## src/rtl/comparator_if.sv

```systemverilog
// Compare-unit bus: operands, opcode and sample enable in; registered branch flag out.
interface comparator_if #(
   parameter int WIDTH = 16,
   parameter int OPW   = 4
) ();
   logic [WIDTH-1:0] rd1;
   logic [WIDTH-1:0] rd15;
   logic [OPW-1:0]   cmp;
   logic             en;
   logic             br;
   logic             br_valid;

   modport master (output rd1, rd15, cmp, en, input br, br_valid);
   modport slave  (input rd1, rd15, cmp, en, output br, br_valid);
endinterface

```

## src/rtl/comparator.sv

```systemverilog
// Branch-condition unit: compares rd1 against R15 per opcode, registers the
// taken flag with one cycle of latency and flags whether it is fresh.
module comparator #(
   parameter int WIDTH = 16,
   parameter int OPW   = 4
) (
   input  logic        clk,
   input  logic        rst,
   comparator_if.slave bus
);
   localparam logic [OPW-1:0] OP_BLT = OPW'(4'b0100);
   localparam logic [OPW-1:0] OP_BGT = OPW'(4'b0101);
   localparam logic [OPW-1:0] OP_BEQ = OPW'(4'b0110);
   localparam logic [OPW-1:0] OP_BNE = OPW'(4'b0111);

   // Sign-extend by one bit so the signed compare can never overflow.
   logic signed [WIDTH:0] a_ext, b_ext;
   logic                  cond;
   logic                  br_q, vld_q;

   assign a_ext = {bus.rd1[WIDTH-1], bus.rd1};
   assign b_ext = {bus.rd15[WIDTH-1], bus.rd15};

   // Decode the opcode into a branch condition; unknown opcodes never branch.
   always_comb begin
      cond = 1'b0;
      case (bus.cmp)
         OP_BLT:  cond = (a_ext <  b_ext);
         OP_BGT:  cond = (a_ext >  b_ext);
         OP_BEQ:  cond = (bus.rd1 == bus.rd15);
         OP_BNE:  cond = (bus.rd1 != bus.rd15);
         default: cond = 1'b0;
      endcase
   end

   // Capture the condition when enabled; br holds otherwise, valid marks freshness.
   always_ff @(posedge clk or posedge rst) begin
      if (rst) begin
         br_q  <= 1'b0;
         vld_q <= 1'b0;
      end else begin
         vld_q <= bus.en;
         if (bus.en) br_q <= cond;
      end
   end

   assign bus.br       = br_q;
   assign bus.br_valid = vld_q;
endmodule

```

## src/flat_wrapper.sv

```systemverilog
// flat-port wrapper written by rule: the top's interface ports become plain ports
module comparator_flat 
#(
   parameter int WIDTH = 16,
   parameter int OPW   = 4
)
  (clk, rst, bus_rd1, bus_rd15, bus_cmp, bus_en, bus_br, bus_br_valid);
  comparator_if #(.WIDTH(WIDTH), .OPW(OPW)) bus_i ();
  input  logic clk;
  input  logic rst;
  input wire logic [$bits(bus_i.rd1)-1:0] bus_rd1;
  input wire logic [$bits(bus_i.rd15)-1:0] bus_rd15;
  input wire logic [$bits(bus_i.cmp)-1:0] bus_cmp;
  input wire logic [$bits(bus_i.en)-1:0] bus_en;
  output wire logic [$bits(bus_i.br)-1:0] bus_br;
  output wire logic [$bits(bus_i.br_valid)-1:0] bus_br_valid;
  assign bus_i.rd1 = bus_rd1;
  assign bus_i.rd15 = bus_rd15;
  assign bus_i.cmp = bus_cmp;
  assign bus_i.en = bus_en;
  assign bus_br = bus_i.br;
  assign bus_br_valid = bus_i.br_valid;
  comparator #(.WIDTH(WIDTH), .OPW(OPW)) u_core (.clk(clk), .rst(rst), .bus(bus_i));
endmodule
```

## config.mk

```make
export PLATFORM = sky130hd
export DESIGN_NAME = comparator_flat
export DESIGN_NICKNAME = d
export VERILOG_FILES = /design/src/rtl/comparator_if.sv /design/src/rtl/comparator.sv /design/src/flat_wrapper.sv
export SDC_FILE = /design/constraint.sdc
export NUM_CORES = 1
export LEC_CHECK = 0
export BUFFER_PORTS_ARGS = -buffer_cell sky130_fd_sc_hd__buf_2
export CAP_MARGIN = 20
export CELL_PAD_IN_SITES_DETAIL_PLACEMENT = 0
export CELL_PAD_IN_SITES_GLOBAL_PLACEMENT = 1
export CORE_MARGIN = 1
export CORE_UTILIZATION = 28
export CTS_CLUSTER_SIZE = 10
export DETAILED_ROUTE_END_ITERATION = 16
export PLACE_DENSITY = 0.87
export SYNTH_ARGS = -nofsm -noshare
export SYNTH_HDL_FRONTEND = slang
export SYNTH_SLANG_ARGS = --single-unit
```

## constraint.sdc

```tcl
create_clock -name clk -period 1.38 [get_ports clk]
set_input_delay 0.207 -clock clk [delete_from_list [all_inputs] [get_ports clk]]
set_output_delay 0.207 -clock clk [all_outputs]
set_load 0.03 [all_outputs]
```

==> metrics.md <==
| Metric | Value |
|---|---|
| Status | finished with violations |
| Failing checks | negative setup slack |
| I/O pin total | 41 |
| DRC violations left | 0 |
| Setup Crit Path Kind | primary input to flop |
| Post-DP HPWL | 1280 um |
| Largest family of logic cells by synthesized area | adder cells |
| Slew Viols, Final | 0 |
| Post-synthesis compound-gate area fraction | 0.173 |
| # nets final | 187 |
| Synth cell count leaders | inv_1, ha_1, a21oi_1 |
| 1st-pass router iterations | 3 |
| Clk_skew | 0 ns |
| Seq/Total Area, Yosys | 0.0885 |
| Filler cells | 184 |
| TritonCTS clock tree | yes |
| FP Rows | 15 |
| Max Cap Viol | 0 |
| IO buf count | 40 |
| Async set or reset register ratio after synthesis | 1.00 |
| Critical Path Source Type | primary input |
| PD cells | 443 nW/um^2 |
| Number of synthesized flops with an enable pin | 0 |
| Antenna violations before repair | 0 |
| Reg clk slew, reported paths | 0.03 ns |
| Worst vdd ir | 0.176 mV |
| CP endpoint kind | flop |
| Root Driver | clkbuf_4 |
| Synth area leader | ha_1 |
| Via count | 704 |
| Core Area | 1800 sq um |
| Final setup vio count | 1 |
| Multi-input gate area | 534 sq um |
| Leading register cell type out of synthesis | dfrtp_1 |
| Final Hold Fails | 0 |
| CTS H-tree lvls | 1 |
| Final Core Density | 0.585 |
| Die ar. | 2200 sq um |
| Overflow after GRT | 0 |
| CTS Buf Count | 3 |
| Die height | 46.9 um |
| Crit-path max FO | 4 |
| Antenna diodes | 0 |
| GP Congestion | 0.675 |
| Hold Path Class | primary input to flop |
| Share of cells above drive strength 1 | 0.577 |
| Mapped cell area | 566 sq um |
| Cells after synthesis | 75 |
| Syn avg cell area | 7.54 sq um |
| DP Cell Count | 147 |
| Syn_nets | 130 |
| Worst Tran Pin Value | 0.359 ns |
| Static leakage | 0.577 nW |
| Post-placement setup slack | -0.920 ns |
| Largest net degree at the start of global routing | 5 |
| Routed wire per std cell | 10.4 um |
| Max Freq | 499 MHz |
| Ranking of synthesized cells by area | ha_1, inv_1, dfrtp_1 |
| Starting Density | 0.314 |
| Reg area | 50.0 sq um |
| CP arrival | 2.17 ns |
| Syn-to-layout area delta | 86.3% |
| Final Worst Setup Slack | -0.625 ns |
| Final WL | 1610 um |
| Fin area | 1050 sq um |
| XOR/XNOR Fraction of Synth Area | 0 |
| Final hold slack | 0.204 ns |
| Vias in the first global route | 749 |
| Final cell count without fillers | 155 |
| Synth top area share | 0.354 |
| ANT nets after route | 0 |
| Synth Register Bits | 2 |
| Initial DRC count | 6 |
| Simple-gate share of the synthesized area | 0.246 |
| RSZ-0062 raised after global routing | true |
| Final Cycle Share | 1.45 |
| First-pass GRT wire length | 2770 um |
| Netlist cell types | 26 |
| Ys Warns | 0 |
| Die width | 46.9 um |
| Clock Latency Late Sink | 0.23 ns |
| Max Buffers Root-to-Sink | 2 |
| CTS Sinks | 2 |
| Global Route Usage Sum | 0.179 |
| Worst path required time | 1.54 ns |
| Count leader, synth | inv_1 |
| Post-DP Area | 902 sq um |
| Adder-cell share of the synthesized area | 0.354 |
| DR vias/cell | 4.54 |
| Post-route minimum period | 2.01 ns |
| Post-synthesis mux area share | 0 |
| Worst relative slew slack | 0.757 |
-- area by class of cell --
type                            count  area share
Multi-Input combinational cell     52       0.507
Timing Repair Buffer               52       0.305
Inverter                           21      0.0891
Sequential cell                     2      0.0475
Tap cell                           25      0.0297
Clock buffer                        3      0.0214
-- layout by cell type, fill, tap and decap left out, types with 2 or more instances in the layout --
| cell type | count |
|---|---|
| buf_2 | 36 |
| buf_6 | 3 |
| nand2_2 | 4 |
| buf_4 | 11 |
| clkbuf_4 | 3 |
| ha_1 | 9 |
| nor2_1 | 2 |
| ha_4 | 7 |
| inv_2 | 3 |
| dfrtp_1 | 2 |
| nand2_1 | 2 |
| inv_1 | 15 |
| a21oi_1 | 7 |
| nand3b_1 | 2 |
-- through the flow --
step / TNS (ns) / power (mW)
after global placement: -0.882 / 0.283
after CTS: -0.610 / 0.473
final: -0.625 / 0.466
after detailed placement: -0.920 / 0.291
after floorplan: -0.697 / 0.186
after global routing: -0.707 / 0.523
-- flip-flops by register name, summed over array words and instances, names as in the netlist --
signal,flops
u_core.bus.br_valid,1
u_core.bus.br,1
-- critical path, stage by stage --
cell	delay, ns
buf_2	0.13
inv_8	0.03
ha_4	0.26
nand2_2	0.05
or4_4	0.51
nor4b_4	0.31
nor2_2	0.08
or4_1	0.50
nand3b_1	0.09
-- routing by layer --
layer  up-vias  track usage  part of all wire
li1        368            -                 -
met1       301        0.157              0.36
met2        33        0.378              0.55
met5         -            0                 0
met3         2       0.0423             0.084
met4         0       0.0686            0.0062
-- power by group --
| part | switching [mW] | internal, mW |
|---|---|---|
| Sequential | 0.00171 | 0.0637 |
| Clock | 0.0371 | 0.0962 |
| Combinational | 0.122 | 0.146 |
-- final timing paths --
| path | depth (start not counted) | startpoint | end | slack, ns |
|---|---|---|---|---|
| min | 2 | bus_en | u_core.bus.br_valid | 0.20 |
| min reg2reg | 3 | u_core.bus.br | u_core.bus.br | 0.65 |
| min in group asynchronous | 3 | rst | u_core.bus.br | 0.38 |
| max | 9 | bus_rd15[11] | u_core.bus.br | -0.63 |
| max reg2reg | 3 | u_core.bus.br | u_core.bus.br | 0.63 |
| max in group asynchronous | 3 | rst | u_core.bus.br_valid | 0.88 |
-- logic make-up (layout without fill, tap and decap cells) --
| kind of cell | after synthesis | count (layout) |
|---|---|---|
| AOI/OAI and AO/OA | 15 | 15 |
| and+or+nand+nor | 21 | 21 |
| DFF | 2 | 2 |
| adders and majority gates | 16 | 16 |
| buffers and inverters | 21 | 76 |
-- repair_timing --
item | CTS | global route
hold buffers | 1 | 0
hold endpoints to repair | 2 | 0
pin swaps | 10 | 3
setup endpoints to repair | 1 | 1
resized for setup | 14 | 1
setup buffers | 3 | 1
Power figures use the tool's default switching activity.
